--- src/rtl/keypad_scanner.sv ---
// 4x4 matrix keypad scanner: drives one row low at a time, classifies each
// full scan frame and debounces the frame results into a calculator key code.
module keypad_scanner #(
    parameter int SCAN_DIV = 50000,
    parameter int DEBOUNCE = 4
) (
    input  logic       clk,
    input  logic       rst,
    input  logic [3:0] cols,
    output logic [3:0] rows,
    output logic [3:0] usrin,
    output logic       keystrobe
);
    localparam int DIV_W = (SCAN_DIV > 1) ? $clog2(SCAN_DIV) : 1;
    localparam logic [DIV_W-1:0] DIV_LAST = DIV_W'(SCAN_DIV - 1);
    localparam logic [3:0] DB_MAX = 4'(DEBOUNCE);

    localparam logic [1:0] IDLE         = 2'd0;
    localparam logic [1:0] PRESS_WAIT   = 2'd1;
    localparam logic [1:0] HELD         = 2'd2;
    localparam logic [1:0] RELEASE_WAIT = 2'd3;

    logic [3:0]       cols_meta;
    logic [3:0]       cols_sync;
    logic [DIV_W-1:0] div;
    logic [1:0]       row_idx;
    logic [1:0]       acc_keys;
    logic [3:0]       acc_code;
    logic [3:0]       frame_f;
    logic             frame_valid;
    logic [1:0]       state;
    logic [3:0]       cand;
    logic [3:0]       cnt;

    logic       sample;
    logic [3:0] pressed;
    logic [2:0] row_keys;
    logic [3:0] row_code;
    logic [2:0] sum_keys;
    logic [1:0] frame_keys;
    logic [3:0] frame_code;
    logic [3:0] cnt_inc;

    function automatic logic [3:0] key_code(input logic [1:0] r, input logic [1:0] c);
        logic [3:0] code;
        case ({r, c})
            4'h0: code = 4'd1;
            4'h1: code = 4'd2;
            4'h2: code = 4'd3;
            4'h3: code = 4'd11;
            4'h4: code = 4'd4;
            4'h5: code = 4'd5;
            4'h6: code = 4'd6;
            4'h7: code = 4'd12;
            4'h8: code = 4'd7;
            4'h9: code = 4'd8;
            4'hA: code = 4'd9;
            4'hB: code = 4'd13;
            4'hC: code = 4'd15;
            4'hD: code = 4'd10;
            4'hE: code = 4'd0;
            default: code = 4'd14;
        endcase
        return code;
    endfunction

    // acc_keys saturates at 2: only "none", "exactly one" and "several" matter.
    always_comb begin
        sample   = (div == DIV_LAST);
        pressed  = ~cols_sync;
        row_keys = '0;
        row_code = '0;
        for (int unsigned c = 0; c < 4; c++) begin
            if (pressed[c]) begin
                row_keys = row_keys + 3'd1;
                row_code = key_code(row_idx, 2'(c));
            end
        end
        sum_keys   = {1'b0, acc_keys} + row_keys;
        frame_keys = (sum_keys >= 3'd2) ? 2'd2 : sum_keys[1:0];
        frame_code = (row_keys == 3'd1) ? row_code : acc_code;
        cnt_inc    = cnt + 4'd1;
        rows       = ~(4'b0001 << row_idx);
    end

    always_ff @(posedge clk) begin
        if (rst) begin
            cols_meta   <= '1;
            cols_sync   <= '1;
            div         <= '0;
            row_idx     <= '0;
            acc_keys    <= '0;
            acc_code    <= '0;
            frame_f     <= '0;
            frame_valid <= 1'b0;
            state       <= IDLE;
            cand        <= '0;
            cnt         <= '0;
            usrin       <= '0;
            keystrobe   <= 1'b0;
        end else begin
            cols_meta   <= cols;
            cols_sync   <= cols_meta;
            frame_valid <= 1'b0;
            keystrobe   <= 1'b0;

            if (sample) begin
                div     <= '0;
                row_idx <= row_idx + 2'd1;
                if (row_idx == 2'd3) begin
                    frame_f     <= (frame_keys == 2'd1) ? frame_code : 4'd0;
                    frame_valid <= 1'b1;
                    acc_keys    <= '0;
                    acc_code    <= '0;
                end else begin
                    acc_keys <= frame_keys;
                    acc_code <= frame_code;
                end
            end else begin
                div <= div + DIV_W'(1);
            end

            if (frame_valid) begin
                case (state)
                    IDLE: begin
                        if (frame_f != 4'd0) begin
                            state <= PRESS_WAIT;
                            cand  <= frame_f;
                            cnt   <= 4'd1;
                        end
                    end
                    PRESS_WAIT: begin
                        if (frame_f == 4'd0) begin
                            state <= IDLE;
                        end else if (frame_f == cand) begin
                            cnt <= cnt_inc;
                            if (cnt_inc == DB_MAX) begin
                                state     <= HELD;
                                usrin     <= cand;
                                keystrobe <= 1'b1;
                            end
                        end else begin
                            cand <= frame_f;
                            cnt  <= 4'd1;
                        end
                    end
                    HELD: begin
                        if (frame_f != cand) begin
                            state <= RELEASE_WAIT;
                            cnt   <= (frame_f == 4'd0) ? 4'd1 : 4'd0;
                        end
                    end
                    default: begin
                        // A different key while releasing restarts the release count.
                        if (frame_f == 4'd0) begin
                            cnt <= cnt_inc;
                            if (cnt_inc == DB_MAX) begin
                                state <= IDLE;
                                usrin <= '0;
                            end
                        end else if (frame_f == cand) begin
                            state <= HELD;
                        end else begin
                            cnt <= '0;
                        end
                    end
                endcase
            end
        end
    end
endmodule

--- config.mk ---
export PLATFORM = sky130hd
export DESIGN_NAME = keypad_scanner
export DESIGN_NICKNAME = d
export VERILOG_FILES = /design/src/rtl/keypad_scanner.sv
export SDC_FILE = /design/constraint.sdc
export NUM_CORES = 1
export LEC_CHECK = 0
export CORE_MARGIN = 10
export CORE_UTILIZATION = 35
export CTS_CLUSTER_DIAMETER = 80
export DETAILED_ROUTE_END_ITERATION = 8
export GPL_TIMING_DRIVEN = 0
export PLACE_DENSITY = 0.52
export SETUP_SLACK_MARGIN = 0.4
export SLEW_MARGIN = 0
export SYNTH_ARGS = -nofsm -noshare
export SYNTH_HDL_FRONTEND = slang
export SYNTH_SLANG_ARGS = --single-unit
export TNS_END_PERCENT = 100
--- constraint.sdc ---
create_clock -name clk -period 3.3 [get_ports clk]
set_clock_uncertainty 0.2 [all_clocks]
set_input_delay 0.495 -clock clk [delete_from_list [all_inputs] [get_ports clk]]
set_output_delay 0.495 -clock clk [all_outputs]
set_load 0.005 [all_outputs]
==> results of run 1 <==
==> timing repair <==
| action | in CTS | in global routing |
|---|---|---|
| endpoints found under the setup margin | 6 | 4 |
| resized for setup | 5 | 7 |
| pin swaps | 1 | 4 |
| buffers inserted | 0 | 1 |
==> cells in the final DEF (no fill, tap or decap), drive strengths merged, types with 3 or more instances in the layout <==
cell type and instances:
nor2b 4, or3 5, xnor2 13, o211ai 3, a21oi 19, a31oi 3
or2 10, nand3 9, and2 5, nor3b 3, nor2 38, nand4 6
o31ai 5, nor3 6, a22oi 3, ha 16, nand2 20, clkdlybuf4s50 14
o21ai 9, nor4bb 5, mux2i 11, inv 18, clkbuf 13, buf 4
a211oi 4, dfxtp 52, xor2 7, nand3b 7
==> registers in the layout, summed over array words and instances, names as in the netlist, 4 cells and up, named ones only <==
register and count:
cols_meta 4, cols_sync 4, usrin 4, cnt 4, div 16, cand 4
acc_code 4, frame_f 4
==> cells by family (layout without fill, tap and decap cells) <==
| kind of cell | Yosys count | count (layout) |
|---|---|---|
| compound gates | 60 | 60 |
| xor+xnor | 21 | 21 |
| fa+ha+maj | 17 | 17 |
| buf+inv | 29 | 51 |
| flops | 52 | 52 |
| mux | 12 | 12 |
| simple gates | 129 | 129 |
==> worst min-delay path by stage <==
stage / end / from / cells past startpoint / slack, ns
detailed placement: cols_sync[1] / cols_meta[1] / 1 / 0.20
CTS: cols_sync[2] / cols_meta[2] / 1 / 0.22
finish: cols_sync[0] / cols_meta[0] / 1 / 0.22
global placement: cols_sync[0] / cols_meta[0] / 1 / 0.19
global route: cols_sync[2] / cols_meta[2] / 1 / 0.23
floorplan: cols_sync[0] / cols_meta[0] / 1 / 0.19
==> routing by layer <==
metal  up-vias  routed length (microns)
met5         -                        0
met4         0                       65
met3         7                      272
met2        42                     2657
met1      1065                     2902
li1       1166                        -
==> through the flow <==
step / total power (uW) / util [%]
after floorplan: 704.9 / -
after global placement: 727.2 / 39.77
after detailed placement: 727.1 / 39.77
after CTS: 1109 / 41.22
after global routing: 1145 / 41.61
final: 1094 / 41.61
==> power groups by stage <==
stage,combinational [uW],clock (uW),sequential (uW)
2_1_floorplan,51.8,0,653
3_3_place_gp,72.9,0,654
3_5_place_dp,72.6,0,654
4_1_cts,74.9,394,640
5_1_grt,88.7,416,640
6_report,78.8,376,639
==> cell type report <==
type	count	area share, %
plain buffers	10	1.394
clock buffers	6	2.555
clock inverters	1	0.2710
inverters	19	2.362
multi-input cells	239	52.46
flip-flops and latches	52	32.44
well taps	102	3.949
repair buffers	15	4.568
==> summary.txt, run 1 <==
Layout
  – Register Area: 1049 sq um
  – Nets: between 300 and 400
  – P&R area growth vs syn: 15.06%
  – Final Cell Area: around 3200 sq um
  – Layout fillers: 813
  – Area of the multi-input gates: roughly 1700 sq um
  – Post-Layout Cell Count: 444
  – Layout cell share with drive strength beyond 1: 10.82%
  – Antenna Cells: 0

Pwr
  – Clock power frac: 34.4%
  – P_int: between 800 and 900 uW
  – P per Cell Area: roughly 340 nW/um^2
  – Flop pwr share: about three fifths
  – Comb power frac: just over 7%
  – Worst vdd ir: approximately 170 uV
  – Sw Ratio: between 20% and 30%
  – Pleak: between 0.001 and 0.0015 uW
  – Psw: roughly 260 uW

Clock tree
  – Clk slew on worst S/H paths: roughly 0.10 ns
  – Post-CTS Hold Buffers: 0
  – H-tree depth: 2
  – Clk_lat worst skew: roughly 0.30 ns
  – Worst-case clock buffer depth: 2
  – CTS tree: yes
  – CTS root buf: clkbuf_8
  – CTS Buf Count: 5
  – Clk sinks: 52

Floorplanning
  – Die area: 12010 sq um
  – # IOs: 15
  – Core outline area: between 7000 and 8000 sq um
  – Num rows: 32
  – Initial core utilization: a little over a third
  – Die W: between 100 and 150 microns
  – Die height: roughly 110 microns

Critical path
  – CP startpoint: cols_sync[0]
  – Slowest cell on crit path: fa_2
  – Cell count along the critical path: 11
  – Worst-case reg-to-reg path depth: 11
  – Worst Setup End Kind: flop
  – CP bufs+invs: 1
  – R2R Setup Slk: ~0.52 ns
  – R2R Path End: frame_f[3]
  – Critical path's top delay family: adder cells
  – Max incr delay on CP: about 0.38 ns
  – Critical Path AT: about 2.8 ns
  – Worst R2R Start: cols_sync[0]
  – CP Cell Sequence: inv_1, ha_4, xnor2_4, ha_1, nor2_1, a31oi_2, fa_2, xnor3_2, nor3b_2, o2111ai_1, a21oi_1
  – Required @ worst endpoint: around 3.3 ns
  – Crit path kind: reg2reg
  – Crit path capture: frame_f[3]
  – Crit Path Max Fanout: 6
  – Worst setup SP type: flop

Route
  – Antenna Nets Post-Route: 0
  – Vias/cell: about 5.1
  – Iter 0 DRT Violations: between 90 and 100
  – Drt first pass iters: 4
  – Vias: ~2300
  – WL final: 5897 microns
  – Drt wl/cell: 13.28 microns
  – DRC viols: 0

Timing
  – Final setup viols: 0
  – Worst Tran Pin Value: ~0.6 ns
  – Final hold vios: 0
  – Max Clk Rate: between 300 and 400 MHz
  – Final worst setup slack: a little over 0.5 ns
  – RSZ-0062 raised after global routing: no
  – Setup TNS: 0 ns
  – Slew headroom: 58.71%
  – Final Max Slew Viols: 0
  – Worst hold slack: ~0.22 ns
  – Tmin final: around 2.8 ns
  – Final period utilization: between 80% and 90%

Yosys
  – Multiplexer area fraction after synthesis: ~4.3%
  – Async SR Flop Fraction: 0%
  – Register area share after synthesis: between 30 and 40%
  – Synth cell count leaders: dfxtp_1, nor2_1, nand2_1
  – Post-synthesis xor/xnor area fraction: 7.038%
  – Yosys cell types: 57
  – Mapped Area: 2809 sq um
  – EDFF count, synth: 0
  – Synthesized flop and latch total: 52
  – Synth Area in Adders: between 7 and 8%
  – Count leader, synth: dfxtp_1
  – Synth Area in Simple Gates: 24.72%
  – Synth top area share: about 37%
  – Synthesized net count: about 340
  – Yosys top cell by area: dfxtp_1
  – Cells after synthesis: 320
  – Largest family of logic cells by synthesized area: simple AND/OR/NAND/NOR gates
  – Synthesized area per cell: slightly below 9 sq um
  – Yosys warns: 0
  – Top post-synthesis cells by area: dfxtp_1, ha_1, nor2_1, xnor2_1, mux2i_1
  – Compound-Gate Fraction of Synth Area: around 15%
  – Commonest register cell after synthesis: dfxtp_1

GRT
  – First-pass GRT wire length: about 9900 microns
  – Vias in the first global route: around 2100
  – Met3 usage in global routing: 2.575%
  – Total gr overflow: 0
  – Initial antenna violation count: 0
  – Grt met1 use: 12.91%
  – Busiest grt layer: met2
  – Met2 usage: about 16%
  – Largest net degree at the start of global routing: 16
  – Global-route usage over all layers: 10.06%

Place
  – Dpl cells: approximately 440
  – Post-DP HPWL: 4408 microns
  – Final RePlAce weighted congestion: 0.7883
  – Place WS: ~0.087 ns
  – Port buffer count: 14
  – Cell Area, Placed: about 3100 sq um

Worst hold path
  – Hold Crit Class: reg2reg

Run status
  – Status: finished clean

Flow run
  – Max-cap violations: 0
No activity file was read; power rests on OpenSTA's default activity.
==> run 2: changes to the inputs <==
clock period = 2.8 ns   (was 3.3 ns; I/O delays follow)
==> run 2 against run 1 <==
Effect of this change: routed wire length hardly changed; largest power group unchanged; clock power up 10%; hold slack got worse by 0.0070 ns; global-route usage rose by 0.18 points; largest cell class unchanged; worst setup slack worse by 0.36 ns.
==> summary.txt, run 2 (synthesis gave the netlist of run 1 again) <==
Route
  – Vias: 2266 (-0.61%)
  – DRC viols: 0 (unchanged)
  – Antenna Nets Post-Route: 0 (unchanged)
  – Iter 0 DRT Violations: 78 (-14%)
  – WL final: 5902 microns (about the same)
  – Drt first pass iters: 4 (unchanged)
  – Drt wl/cell: 13.12 microns (-1.2%)
  – Vias/cell: 5.036 (-1.9%)

Layout
  – Nets: 371 (+1.6%)
  – P&R area growth vs syn: 19.11%
  – Antenna Cells: 0 (unchanged)
  – Commonest non-fill, non-tap cells in the layout: dfxtp_1, nor2_1, a21oi_1, nand2_1, inv_1
  – Max reg flops: 16 (unchanged)
  – Largest Register: div
  – Layout cell share with drive strength beyond 1: 16.67% (+5.8 points)
  – Post-Layout Cell Count: 450 (+1.4%)
  – Commonest non-fill, non-tap cell in the layout: dfxtp_1
  – Final core utilization: 43.07% (+1.5 points)

Floorplanning
  – Core outline area: 7767 sq um (unchanged)
  – # IOs: 15 (unchanged)
  – Num rows: 32 (unchanged)
  – Die area: 12010 sq um (unchanged)
  – Initial core utilization: 36.16% (unchanged)
  – Die W: 109.6 microns (unchanged)
  – Die height: 109.6 microns (unchanged)

Pwr
  – P per Cell Area: 383.7 nW/um^2 (+13%)
  – Pleak: 0.001206 uW (+1.9%)
  – Worst vdd ir: 267.5 uV (+54%)

Critical path
  – Crit Path Max Fanout: 4 (-2)
  – Crit path kind: reg2reg
  – Worst setup SP type: flop
  – Worst Setup End Kind: flop
  – Critical Path AT: 2.67 ns (-0.15 ns)
  – Required @ worst endpoint: 2.83 ns (-0.51 ns)

Clock tree
  – Post-CTS Hold Buffers: 0 (unchanged)
  – CTS Buf Count: 5 (unchanged)
  – Clk slew on worst S/H paths: 0.09 ns (about the same)
  – CTS tree: yes
  – Clk_lat worst skew: 0.30 ns (about the same)
  – Worst-case clock buffer depth: 2 (unchanged)
  – H-tree depth: 2 (unchanged)
  – CTS root buf: clkbuf_8
  – Clk sinks: 52 (unchanged)

GRT
  – Vias in the first global route: 2190 (+2.5%)
  – Total gr overflow: 0 (unchanged)
  – Initial antenna violation count: 0 (unchanged)
  – Global-route usage over all layers: 10.24% (+0.18 points)
  – Largest net degree at the start of global routing: 16 (unchanged)
  – First-pass GRT wire length: 10080 microns (+1.4%)

Timing
  – Final hold vios: 0 (unchanged)
  – RSZ-0062 raised after global routing: yes
  – Max Clk Rate: 378.5 MHz (+5.2%)
  – Final period utilization: 94.36% (+10 points)
  – Final setup viols: 0 (unchanged)
  – Slew headroom: 57.27% (-1.4 points)
  – Setup TNS: 0 ns (unchanged)
  – Tmin final: 2.642 ns (-0.1385 ns)
  – Worst Tran Pin Value: 0.6355 ns (+0.02183 ns)
  – Final Max Slew Viols: 0 (unchanged)

Place
  – Final RePlAce weighted congestion: 0.8068 (+2.3%)
  – Port buffer count: 14 (unchanged)
  – Post-DP HPWL: 4376 microns (-0.73%)
  – Dpl cells: 436 (unchanged)

Worst hold path
  – Hold Crit Class: reg2reg

Run status
  – Status: finished clean

Flow run
  – Max-cap violations: 0 (unchanged)
run 2: where the power goes:
group	internal [uW]	switching [uW]
sequential	748	6.36
combinational	58.1	56.9
clock	170	244
total	976	308
run 2: what timing repair did:
item                                    4_1_cts  5_1_grt
setup buffers                                 7        0
pin swaps                                    13        5
endpoints found under the hold margin         0        0
endpoints found under the setup margin       10       23
gates resized for setup                       6       17
run 2: layer usage:
layer / vias up / track usage, % / wire, microns
li1: 1176 / - / -
met1: 1059 / 13.01 / 2864
met2: 26 / 16.61 / 2717
met3: 5 / 2.575 / 257
met4: 0 / 3.346 / 62
met5: - / 0 / 0
run 2: worst paths after layout:
check	start	end	slack, ns	cells after the start
worst max register to register	cols_sync[1]	frame_f[3]	0.16	11
worst min register to register	cols_meta[1]	cols_sync[1]	0.21	1
worst min-delay path	cols_meta[1]	cols_sync[1]	0.21	1
worst max-delay path	cols_sync[1]	frame_f[3]	0.16	11
run 2: area by class of cell:
type,count,area [sq um]
Fill cell,815,4422
Timing Repair Buffer,21,196.4
Sequential cell,52,1044
Clock buffer,5,68.82
Inverter,19,76.32
Clock inverter,2,12.51
Buffer,10,52.55
Tap cell,102,127.6
Multi-Input combinational cell,239,1768
run 2: worst max-delay path: stages (launching register included):
cell	delay (ns)
dfxtp_2	0.37
inv_2	0.06
ha_4	0.26
xnor2_4	0.14
buf_6	0.13
xnor2_1	0.12
ha_2	0.19
fa_2	0.34
xnor3_2	0.27
nor3b_2	0.21
o2111ai_1	0.13
a21oi_1	0.16
run 2: stage by stage:
| step | hold WS [ns] | power, uW | instance area [sq um] | setup WS (ns) |
|---|---|---|---|---|
| floorplan | 0.1894 | 833.8 | 2845 | 0.2998 |
| global placement | 0.1925 | 858.2 | 3113 | 0.1085 |
| detailed placement | 0.1928 | 859.4 | 3113 | 0.07863 |
| CTS | 0.2153 | 1302 | 3276 | 0.1203 |
| global route | 0.2316 | 1346 | 3346 | 0.02968 |
| finish | 0.2140 | 1284 | 3346 | 0.1580 |
==> run 3: changes to the inputs <==
--- a/config.mk
+++ b/config.mk
@@ -14,2 +14,3 @@
 export SETUP_SLACK_MARGIN = 0.4
+export SKIP_CTS_REPAIR_TIMING = 1
 export SLEW_MARGIN = 0
--- a/constraint.sdc
+++ b/constraint.sdc
@@ -4,2 +4,2 @@
 set_output_delay 0.42 -clock clk [all_outputs]
-set_load 0.005 [all_outputs]
+set_load 0.1 [all_outputs]
==> run 3 against run 2 <==
Effect of this change: non-clock buffer count down 2; fmax down 0.99%; final area is 0.49% higher; hold slack barely moved; critical path type unchanged; largest cell class unchanged; largest power group unchanged.
==> summary.txt, run 3 (synthesis gave the netlist of run 1 again) <==
Pwr
  – Pleak: 0.001295 uW (+7.4%)
  – Worst vdd ir: 267.4 uV (about the same)
  – P per Cell Area: 382.7 nW/um^2 (-0.27%)
  – Final Power: 1286 uW (+0.22%)

Worst hold path
  – Hold Crit Class: reg2reg
  – Hold depth: 1 (unchanged)

Place
  – Final RePlAce weighted congestion: 0.8068 (unchanged)
  – Port buffer count: 14 (unchanged)
  – Place WS: 0.07863 ns (unchanged)
  – Cell Area, Placed: 3113 sq um (unchanged)
  – Post-DP HPWL: 4376 microns (unchanged)

Route
  – Drt wl/cell: 13.18 microns (+0.46%)
  – WL final: 5903 microns (about the same)
  – DRC viols: 0 (unchanged)
  – Routed wl met2: 2718 microns (about the same)
  – Vias/cell: 5.031 (about the same)
  – Drt first pass iters: 4 (unchanged)
  – Highest routed layer: met4
  – Antenna Nets Post-Route: 0 (unchanged)
  – Wl on met1: 2925 microns (+2.1%)
  – Iter 0 DRT Violations: 87 (+12%)
  – Vias: 2254 (-0.53%)
  – Met3 WL post-DR: 196 microns (-24%)

Floorplanning
  – Die W: 109.6 microns (unchanged)
  – Initial core utilization: 36.16% (unchanged)
  – Core outline area: 7767 sq um (unchanged)
  – Die height: 109.6 microns (unchanged)
  – Die area: 12010 sq um (unchanged)
  – # IOs: 15 (unchanged)
  – Num rows: 32 (unchanged)

Timing
  – RSZ-0062 raised after global routing: yes
  – Slew headroom: 34.86% (-22 points)
  – Final setup viols: 0 (unchanged)
  – Final Max Slew Viols: 0 (unchanged)
  – Worst Tran Pin Value: 0.9755 ns (+0.3400 ns)
  – Final hold vios: 0 (unchanged)
  – Final worst setup slack: 0.1316 ns (-0.02640 ns)
  – Max Clk Rate: 374.8 MHz (-0.99%)
  – Tmin final: 2.668 ns (+0.02640 ns)
  – Final period utilization: 95.30% (+0.94 points)

Clock tree
  – Worst-case clock buffer depth: 2 (unchanged)
  – H-tree depth: 2 (unchanged)
  – Clk slew on worst S/H paths: 0.09 ns (about the same)
  – Clk sinks: 52 (unchanged)
  – CTS root buf: clkbuf_8
  – CTS Buf Count: 5 (unchanged)
  – CTS tree: yes
  – Clk_lat worst skew: 0.30 ns (about the same)

Critical path
  – Worst Setup End Kind: flop
  – Crit Path Max Fanout: 5 (+1)
  – Worst-case reg-to-reg path depth: 11 (unchanged)
  – Crit path kind: reg2reg
  – Worst setup SP type: flop
  – Critical Path AT: 2.70 ns (+0.03 ns)
  – Required @ worst endpoint: 2.83 ns (about the same)

Layout
  – Final Cell Area: 3362 sq um (+0.49%)
  – Antenna Cells: 0 (unchanged)
  – Largest Register: div
  – Nets: 369 (-0.54%)
  – Commonest non-fill, non-tap cells in the layout: dfxtp_1, nor2_1, a21oi_1, nand2_1, inv_1
  – P&R area growth vs syn: 19.69%
  – Layout cell share with drive strength beyond 1: 17.34% (+0.67 points)
  – Layout fillers: 809 (-0.74%)
  – Commonest non-fill, non-tap cell in the layout: dfxtp_1
  – Max reg flops: 16 (unchanged)

GRT
  – Total gr overflow: 0 (unchanged)
  – Largest net degree at the start of global routing: 16 (unchanged)
  – Vias in the first global route: 2137 (-2.4%)
  – Global-route usage over all layers: 10.15% (-0.086 points)
  – Initial antenna violation count: 0 (unchanged)
  – First-pass GRT wire length: 9998 microns (-0.81%)

Run status
  – Status: finished clean

Flow run
  – Max-cap violations: 0 (unchanged)
[run 3: metrics by stage]
step           setup TNS, ns  cells  hold slack, ns  util (%)
6_report                   0    448          0.2141     43.28
4_1_cts              -0.4243    443          0.2153     41.12
2_1_floorplan              0    320          0.1894         -
3_5_place_dp               0    436          0.1928     40.08
5_1_grt                    0    448          0.2314     43.28
3_3_place_gp               0    436          0.1925     40.08
[run 3: power by group]
group	switching [uW]	internal (uW)	leakage, uW
combinational	57.9	58.0	0.000834
clock	247	170	0.0000400
sequential	6.84	747	0.000421
total	312	975	0.00129
[run 3: metal layers]
metal	GRT usage, %	up-vias
li1	-	1173
met1	13.14	1052
met2	16.14	24
met3	2.575	5
met4	3.346	0
met5	0	-
[run 3: cell type report]
cell class,count,area [sq um],share of cell area [%]
multi-input combinational,239,1794,53.37
clock inverter,2,12.51,0.3722
clock buffer,5,68.82,2.047
tap,102,127.6,3.796
buffer,10,53.80,1.600
inverter,19,78.83,2.345
timing repair buffer,19,177.7,5.285
sequential,52,1049,31.19
[run 3: final timing paths]
| kind | start | to | slack, ns |
|---|---|---|---|
| worst max-delay path | cols_sync[1] | frame_f[3] | 0.13 |
| worst min-delay path | cols_meta[0] | cols_sync[0] | 0.21 |
| worst max register to register | cols_sync[1] | frame_f[3] | 0.13 |
| worst min register to register | cols_meta[0] | cols_sync[0] | 0.21 |
[run 3: worst max-delay path, cell delays in order, from the launching register on]
cell       delay (ns)
dfxtp_4          0.39
inv_4            0.05
ha_4             0.26
xnor2_4          0.19
ha_4             0.23
nor2_4           0.10
a31oi_4          0.05
fa_2             0.37
xnor3_1          0.24
nor3b_2          0.24
o2111ai_1        0.14
a21oi_1          0.16
